--- src/rtl/line_decoder_hold_if.sv ---
// Bus between an upstream code source and line_decoder_hold.
//   x, y      : encoded code {x,y}, meaningful only while V is high
//   V         : code valid strobe
//   in_ready  : decoder can take a code this cycle (FIFO not full)
//   D         : one-hot decoded line (or all zero)
//   busy      : decoder has a pulse in flight or codes buffered
//   count     : FIFO occupancy
//   overflow  : sticky flag, a code was offered while full and lost
// master = code source / observer, slave = the decoder.
// DEPTH must match the DEPTH of the decoder instance using this bus.
interface line_decoder_hold_if #(
    parameter int DEPTH = 4
);
    logic                     x;
    logic                     y;
    logic                     V;
    logic                     in_ready;
    logic [3:0]               D;
    logic                     busy;
    logic [$clog2(DEPTH):0]   count;
    logic                     overflow;

    modport master (
        output x, y, V,
        input  in_ready, D, busy, count, overflow
    );

    modport slave (
        input  x, y, V,
        output in_ready, D, busy, count, overflow
    );
endinterface

--- src/rtl/line_decoder_hold.sv ---
// line_decoder_hold
//   Sequential 2-to-4 line decoder. Codes {x,y} qualified by V are queued
//   in a small FIFO and replayed one at a time as a one-hot pulse on D,
//   held for HOLD cycles, separated by GAP idle cycles.
// Ports
//   clock : rising-edge clock
//   reset : asynchronous, active-high; clears FSM, FIFO and overflow at once
//   bus   : line_decoder_hold_if.slave (x, y, V in; in_ready, D, busy,
//           count, overflow out)
// Parameters
//   HOLD  (>=1)  cycles each decoded line stays high
//   GAP   (>=0)  zero cycles between consecutive pulses
//   DEPTH (power of 2, >=2) FIFO entries
module line_decoder_hold #(
    parameter int HOLD  = 4,
    parameter int GAP   = 1,
    parameter int DEPTH = 4
) (
    input  logic              clock,
    input  logic              reset,
    line_decoder_hold_if.slave bus
);

    localparam int AW   = $clog2(DEPTH);
    localparam int CW   = AW + 1;
    localparam int MAXT = (HOLD > GAP) ? HOLD : GAP;
    // Timer only ever holds values 0..MAXT-1.
    localparam int TW   = (MAXT > 1) ? $clog2(MAXT) : 1;

    localparam logic [TW-1:0] HOLD_LOAD = TW'(HOLD - 1);
    localparam logic [TW-1:0] GAP_LOAD  = TW'((GAP > 0) ? (GAP - 1) : 0);
    localparam bit            NO_GAP    = (GAP == 0);

    typedef enum logic [1:0] {
        ST_IDLE  = 2'd0,
        ST_DRIVE = 2'd1,
        ST_GAP   = 2'd2
    } state_t;

    // ------------------------------------------------------------------
    // FIFO storage and bookkeeping
    // ------------------------------------------------------------------
    logic [1:0]    mem [DEPTH];
    logic [AW-1:0] wr_ptr_reg;
    logic [AW-1:0] rd_ptr_reg;
    logic [CW-1:0] count_reg;
    logic          overflow_reg;

    logic          in_ready;
    logic          push;
    logic          drop;
    logic          pop;
    logic          empty;
    logic [1:0]    head_code;
    logic [3:0]    head_onehot;

    // ------------------------------------------------------------------
    // Output sequencer
    // ------------------------------------------------------------------
    state_t        state_reg;
    logic [TW-1:0] cnt_reg;
    logic [3:0]    d_reg;

    // in_ready looks only at the current occupancy, so a pop in the same
    // cycle never makes room for a push that arrives while full.
    assign in_ready = (count_reg < CW'(DEPTH));
    assign push     = bus.V && in_ready;
    assign drop     = bus.V && !in_ready;
    assign empty    = (count_reg == '0);

    // The head is read asynchronously: a code written at edge k must be
    // decodable at edge k+1, which a registered read port cannot deliver.
    assign head_code = mem[rd_ptr_reg];

    generate
        for (genvar gi = 0; gi < 4; gi++) begin : g_decode
            assign head_onehot[gi] = (head_code == 2'(gi));
        end
    endgenerate

    // Pop whenever the sequencer is about to launch a new pulse.
    always_comb begin
        pop = 1'b0;
        if (!empty) begin
            case (state_reg)
                ST_IDLE:  pop = 1'b1;
                ST_DRIVE: pop = (cnt_reg == '0) && NO_GAP;
                ST_GAP:   pop = (cnt_reg == '0);
                default:  pop = 1'b0;
            endcase
        end
    end

    // Storage has no reset: stale entries are unreachable once the
    // pointers are cleared.
    always_ff @(posedge clock) begin
        if (push) begin
            mem[wr_ptr_reg] <= {bus.x, bus.y};
        end
    end

    always_ff @(posedge clock or posedge reset) begin
        if (reset) begin
            wr_ptr_reg   <= '0;
            rd_ptr_reg   <= '0;
            count_reg    <= '0;
            overflow_reg <= 1'b0;
        end else begin
            // Pointers wrap naturally because DEPTH is a power of two.
            if (push) begin
                wr_ptr_reg <= wr_ptr_reg + AW'(1);
            end
            if (pop) begin
                rd_ptr_reg <= rd_ptr_reg + AW'(1);
            end
            case ({push, pop})
                2'b10:   count_reg <= count_reg + CW'(1);
                2'b01:   count_reg <= count_reg - CW'(1);
                default: count_reg <= count_reg;
            endcase
            if (drop) begin
                overflow_reg <= 1'b1;
            end
        end
    end

    // Sequencer: D is registered here so it can only ever take the value
    // of one decoded head entry or zero, never a blend.
    always_ff @(posedge clock or posedge reset) begin
        if (reset) begin
            state_reg <= ST_IDLE;
            cnt_reg   <= '0;
            d_reg     <= 4'b0000;
        end else begin
            case (state_reg)
                ST_IDLE: begin
                    if (pop) begin
                        d_reg     <= head_onehot;
                        cnt_reg   <= HOLD_LOAD;
                        state_reg <= ST_DRIVE;
                    end else begin
                        d_reg <= 4'b0000;
                    end
                end

                ST_DRIVE: begin
                    if (cnt_reg != '0) begin
                        cnt_reg <= cnt_reg - TW'(1);
                    end else if (!NO_GAP) begin
                        d_reg     <= 4'b0000;
                        cnt_reg   <= GAP_LOAD;
                        state_reg <= ST_GAP;
                    end else if (pop) begin
                        // Back-to-back pulse: one-hot to one-hot directly.
                        d_reg   <= head_onehot;
                        cnt_reg <= HOLD_LOAD;
                    end else begin
                        d_reg     <= 4'b0000;
                        state_reg <= ST_IDLE;
                    end
                end

                ST_GAP: begin
                    if (cnt_reg != '0) begin
                        cnt_reg <= cnt_reg - TW'(1);
                    end else if (pop) begin
                        d_reg     <= head_onehot;
                        cnt_reg   <= HOLD_LOAD;
                        state_reg <= ST_DRIVE;
                    end else begin
                        state_reg <= ST_IDLE;
                    end
                end

                default: begin
                    state_reg <= ST_IDLE;
                    cnt_reg   <= '0;
                    d_reg     <= 4'b0000;
                end
            endcase
        end
    end

    assign bus.in_ready = in_ready;
    assign bus.D        = d_reg;
    assign bus.busy     = (state_reg != ST_IDLE) || !empty;
    assign bus.count    = count_reg;
    assign bus.overflow = overflow_reg;

endmodule
--- src/flat_wrapper.sv ---
// flat-port wrapper written by rule: the top's interface ports become plain ports
module line_decoder_hold_flat 
#(
    parameter int HOLD  = 4,
    parameter int GAP   = 1,
    parameter int DEPTH = 4
)
  (clock, reset, bus_x, bus_y, bus_V, bus_in_ready, bus_D, bus_busy, bus_count, bus_overflow);
  line_decoder_hold_if #(.DEPTH(DEPTH)) bus_i ();
  input  logic clock;
  input  logic reset;
  input wire logic [$bits(bus_i.x)-1:0] bus_x;
  input wire logic [$bits(bus_i.y)-1:0] bus_y;
  input wire logic [$bits(bus_i.V)-1:0] bus_V;
  output wire logic [$bits(bus_i.in_ready)-1:0] bus_in_ready;
  output wire logic [$bits(bus_i.D)-1:0] bus_D;
  output wire logic [$bits(bus_i.busy)-1:0] bus_busy;
  output wire logic [$bits(bus_i.count)-1:0] bus_count;
  output wire logic [$bits(bus_i.overflow)-1:0] bus_overflow;
  assign bus_i.x = bus_x;
  assign bus_i.y = bus_y;
  assign bus_i.V = bus_V;
  assign bus_in_ready = bus_i.in_ready;
  assign bus_D = bus_i.D;
  assign bus_busy = bus_i.busy;
  assign bus_count = bus_i.count;
  assign bus_overflow = bus_i.overflow;
  line_decoder_hold #(.HOLD(HOLD), .GAP(GAP), .DEPTH(DEPTH)) u_core (.clock(clock), .reset(reset), .bus(bus_i));
endmodule
--- config.mk ---
export PLATFORM = sky130hd
export DESIGN_NAME = line_decoder_hold_flat
export DESIGN_NICKNAME = d
export VERILOG_FILES = /design/src/rtl/line_decoder_hold_if.sv /design/src/rtl/line_decoder_hold.sv /design/src/flat_wrapper.sv
export SDC_FILE = /design/constraint.sdc
export NUM_CORES = 1
export LEC_CHECK = 0
export ABC_AREA = 1
export CAP_MARGIN = 25
export CORE_MARGIN = 2
export CORE_UTILIZATION = 30
export DETAILED_ROUTE_END_ITERATION = 10
export GPL_TIMING_DRIVEN = 0
export PLACE_DENSITY = 0.44
export SLEW_MARGIN = 20
export SYNTH_ARGS = -nofsm -noshare
export SYNTH_HDL_FRONTEND = slang
export SYNTH_SLANG_ARGS = --single-unit
--- constraint.sdc ---
create_clock -name clock -period 5.8 [get_ports clock]
set_input_delay 0.87 -clock clock [delete_from_list [all_inputs] [get_ports clock]]
set_output_delay 0.87 -clock clock [all_outputs]
set_load 0.03 [all_outputs]
## Word level (Yosys, flattened, before mapping)

Memory sizes are Yosys's and may differ from the RTL's.
Cells that the tools add are included.

| operators by class | value |
|---|---|
| magnitude comparators | 1 |
| reductions and logical operators | 14 |
| muxes and demuxes | 19 |
| eq/ne operators | 11 |
| $add $sub $neg | 5 |

Operators with widths:

| operator | number |
|---|---|
| 2-to-1 mux 4 bit | 4 |
| 2-to-1 mux 2 bit | 6 |
| one-hot mux 2 bit (3 select lines) | 2 |
| one-hot mux 4 bit (3 select lines) | 1 |
| == test 2 bit, second input constant | 4 |
| == test 2 x 1 -> 1 bit, second input constant | 3 |
| logical NOT 2 bit | 3 |
| one-hot mux 3 bit (2 select lines) | 1 |
| AND reduction 3 bit | 2 |
| nonzero test 2 bit | 3 |
| adder 2 x 1 -> 2 bit, second input constant | 2 |
| 2-to-1 mux 1 bit | 4 |
| != test 2 x 1 -> 1 bit, second input constant | 2 |
| != test 2 bit, second input constant | 2 |
| adder 3 x 1 -> 3 bit, second input constant | 1 |
| logical NOT 3 bit | 1 |
| less-than comparator 3 bit, second input constant | 1 |
| subtractor 3 x 1 -> 3 bit, second input constant | 1 |
| logical AND 1 bit | 2 |
| logical NOT 1 bit | 2 |
| one-hot mux 1 bit (2 select lines) | 1 |
| subtractor 2 x 1 -> 2 bit, second input constant | 1 |
| logical OR 1 bit | 1 |

| storage, ports and cells | value |
|---|---|
| input bits | 5 |
| word-level logic and storage cells | 58 |
| memory bits (writable) | 8 |
| flip-flop bits (word level) | 16 |
| memories kept | 1 |

Memory list:

| name | depth | bits a word | rd ports | clocked after memory_dff | wr ports | line | source |
|---|---|---|---|---|---|---|---|
| u_core.mem | 4 | 2 | 1 | 0 | 1 | line_decoder_hold.sv:43 | `logic [1:0] mem [DEPTH];` |

## Longest topological paths before layout

| depth | value |
|---|---|
| depth after elaboration | 6 |
| mapped depth | 11 |
| depth with buffers taken out | 11 |

## Worst setup path after synthesis

OpenSTA, ideal clock, no wires.

| timing | value |
|---|---|
| path kind | register -> register |
| from | reg u_core.count_reg[2], in the netlist u_core.bus.count[2] |
| to | reg u_core.count_reg[2], in the netlist u_core.bus.count[2] |
| data required time | 5.664 ns |
| setup slack | 3.736 ns |
| clock period less this slack | 2.064 ns |
| data arrival time | 1.928 ns |
| cell stages (with the launch flop) | 9 |
| path buffers | 0 |
| setup time | 0.136 ns |
| cells stage by stage | dfrtp_1 -> inv_1 -> nand2_2 -> ha_1 -> inv_1 -> fa_1 -> a21oi_1 -> o21ai_0 -> xor2_1 |

| on the way | value |
|---|---|
| longest elaborated chain between the ends | 4 |

Ends and longest elaborated chain:

| element | line | source |
|---|---|---|
| start: declaration | line_decoder_hold.sv:46 | `logic [CW-1:0] count_reg;` |
| start signal: assignment | line_decoder_hold.sv:117 | `2'b10: count_reg <= count_reg + CW'(1);` |
| start signal: assignment | line_decoder_hold.sv:118 | `2'b01: count_reg <= count_reg - CW'(1);` |
| start signal: assignment | line_decoder_hold.sv:119 | `default: count_reg <= count_reg;` |
| less-than comparator 3 bit (*) | line_decoder_hold.sv:66 | `assign in_ready = (count_reg < CW'(DEPTH));` |
| named net bus_in_ready | flat_wrapper.sv:15 | `output wire logic [$bits(bus_i.in_ready)-1:0] bus_in_ready;` |
| logical AND 1 bit (*) | line_decoder_hold.sv:67 | `assign push = bus.V && in_ready;` |
| == test 2 x 1 -> 1 bit / == test 2 bit (equally long branches) | line_decoder_hold.sv:116 | `case ({push, pop})` |
| one-hot mux 3 bit (2 select lines) / nonzero test 2 bit (equally long branches) | n/a |  |

Mark *: on every way through the listed nets, which the timed path passes. The rest lies on a longest branch.
A chain may end at the register's enable or synchronous reset.

==> results.txt <==
final hold viol count = 0
status = finished clean
total congestion overflow = 0
Boundary Pins = 15
Routed WL = 2.13 mm
Leak Pwr = 0.700 nW
reg2reg start = u_core.cnt_reg[1]
Area contributors post-synth = dfrtp_1 (33%), edfxtp_1 (20%), nand2_1 (12%)
Worst EP required = 4.93 ns
flop2flop setup slack = 3.86 ns
die area = 4550 um^2
cts repair resizes = 0
Die Wd = 67.4 um
Synth top area share = 0.332
vias in the first global route = 861
initial core utilization = 0.306
antenna violations before repair = 0
synth unique cells = 21
H-tree depth = 1
row cnt = 23
largest net degree at the start of global routing = 17
syn avg cell area = 9.08 um^2
Hold Worst Slack = 0.470 ns
First-pass DRT Iterations = 4
WL met2 = 1.06 mm
clock-pin slew of the registers on the worst-case setup and hold paths = 0.09 ns
commonest non-fill, non-tap cell in the layout = nand2_1
most frequent cells in the layout = nand2_1 (40), dfrtp_1 (16), nand3_1 (14), clkdlybuf4s50_1 (14), inv_1 (13)
Filler Cells Inserted = 407
yosys warns = 0
synthesized flop and latch total = 24
Final ANT Viol Nets = 0
I/O Buffers = 14
syn_nets = 144
Min-Delay Startpoint = u_core.bus.overflow
area delta synth->final = 22.7%
hpwl dp = 1.66 mm
VDD IR-drop max = 0.000225 V
WP data arrival = 1.77 ns
hold-fix buffer count after cts = 0
relative slew slack = 0.558
post-DR wirelength/cell = 10.6 um
area leader, netlist = dfrtp_1
wire length on met3 = 63 um
CTS buffer count = 3
setup violators final = 0
Iteration-0 DRC Markers = 13
CP Launch Type = flop
Inserted Diodes = 0
Final #Nets = 163
wl on met1 = 977 um
gpl congestion = 0.784
classification of the worst-slack hold path = flop to flop
CORE AREA = 3940 um^2
crit path kind = flop to output pin
Cells after Synth = 133
Place WS = 3.17 ns
CTS tree = done
Tot GR Track Use = 0.113
Clock Tree Root = clkbuf_8
worst-path fanout max = 6
final critical-path setup slack = 3.16 ns
Seq/Total Area, Yosys = 0.531
measured slew at the worst slew-check pin = 0.663 ns
Worst Skew = 0.00102 ns
R2R Path End = u_core.bus.count[2]
clock sink total = 24
Post-Synthesis Cell Area = 1210 um^2
TNS Setup = 0 ns
first-pass GRT wire length = 3.73 mm
total number of vias = 889
Final Max Tran Viols = 0
Largest register FFs = 8
clk buf depth = 2
Cell Pwr Density = 592 nW/um^2
Hold Crit Depth = 1
Worst setup EP type = output pin
Max Used Layer = met4
Vert. Die Dim = 67.4 um
Via density = 4.42
crit share post-route = 0.455
Setup Fix Bufs, Post-CTS = 0
Worst Hold End = u_core.bus.overflow
worst skew pair latency = 0.27 ns
r2r worst-path depth = 11
Max-cap violations = 0
min Tclk post-route = 2.64 ns
RSZ-0062 raised after global routing = false
layout cells sized above 1 = 0.119
DR DRC count = 0
final core utilization = 0.376
f_max = 379 MHz
==> how the worst max path moves through the flow <==
stage / startpoint / endpoint / slack [ns]
finish: u_core.cnt_reg[1] / bus_busy / 3.16
global route: u_core.cnt_reg[1] / bus_busy / 3.06
CTS: u_core.cnt_reg[1] / bus_busy / 3.14
detailed placement: bus_V / u_core.bus.count[2] / 3.17
floorplan: u_core.bus.count[2] / u_core.bus.count[2] / 3.74
global placement: bus_V / u_core.bus.count[2] / 3.19
==> final cells by class <==
type                            count  area, um^2  area share
Multi-Input combinational cell     91         497       0.335
Sequential cell                    24         641       0.432
Timing Repair Buffer               14         140      0.0946
Tap cell                           50        62.6      0.0422
Clock inverter                      1        30.0      0.0203
Inverter                           18        70.1      0.0473
Clock buffer                        3        41.3      0.0279
==> synth_stat cells <==
master / n
inv_4: 1
inv_2: 4
nand3_1: 14
xor2_1: 2
nor2_4: 1
edfxtp_1: 8
ha_1: 5
nand3_4: 1
a21o_1: 1
nor2_1: 9
nand3_2: 1
dfrtp_1: 16
nand2_2: 3
a21oi_1: 3
nor2_2: 2
inv_1: 13
o21ai_0: 6
fa_1: 1
nand2_4: 1
xnor2_1: 1
nand2_1: 40
==> power by group <==
group	leakage, nW	total, W	switching (W)	internal (W)
combinational	0.398	0.000436	0.000272	0.000164
clock	0.0357	0.000150	0.0000574	0.0000923
sequential	0.266	0.000291	0.0000544	0.000236
total	0.700	0.000877	0.000384	0.000492
==> logic make-up (layout without fill, tap and decap cells) <==
| logic type | count (synthesis) | after routing | synth area share |
|---|---|---|---|
| AOI/OAI and AO/OA | 10 | 10 | 0.0435 |
| xor gates and xnor gates | 3 | 3 | 0.0218 |
| adders and majority gates | 6 | 6 | 0.0684 |
| buffers and inverters | 18 | 36 | 0.0580 |
| and+or+nand+nor | 72 | 72 | 0.278 |
| DFF | 24 | 24 | 0.531 |
==> per-layer routing <==
layer / track usage / vias to the layer above
met1: 0.135 / 415
met3: 0.0250 / 2
met5: 0 / -
met2: 0.188 / 14
li1: - / 458
met4: 0.0612 / 0
==> worst max-delay path, stage by stage, from the launching register on <==
cell,delay (ns)
dfrtp_1,0.44
inv_2,0.08
nand2_2,0.05
nand2_2,0.07
nand3_4,0.11
nand2_1,0.08
clkdlybuf4s50_1,0.66
==> through the flow <==
step,instance area (um^2),std cells,power (W)
after floorplan,1210,133,0.000611
after global placement,1410,197,0.000733
after detailed placement,1410,197,0.000740
after CTS,1480,201,0.000894
after global routing,1480,201,0.000963
final,1480,201,0.000877
Note: power is estimated with default switching activity, not from simulation.
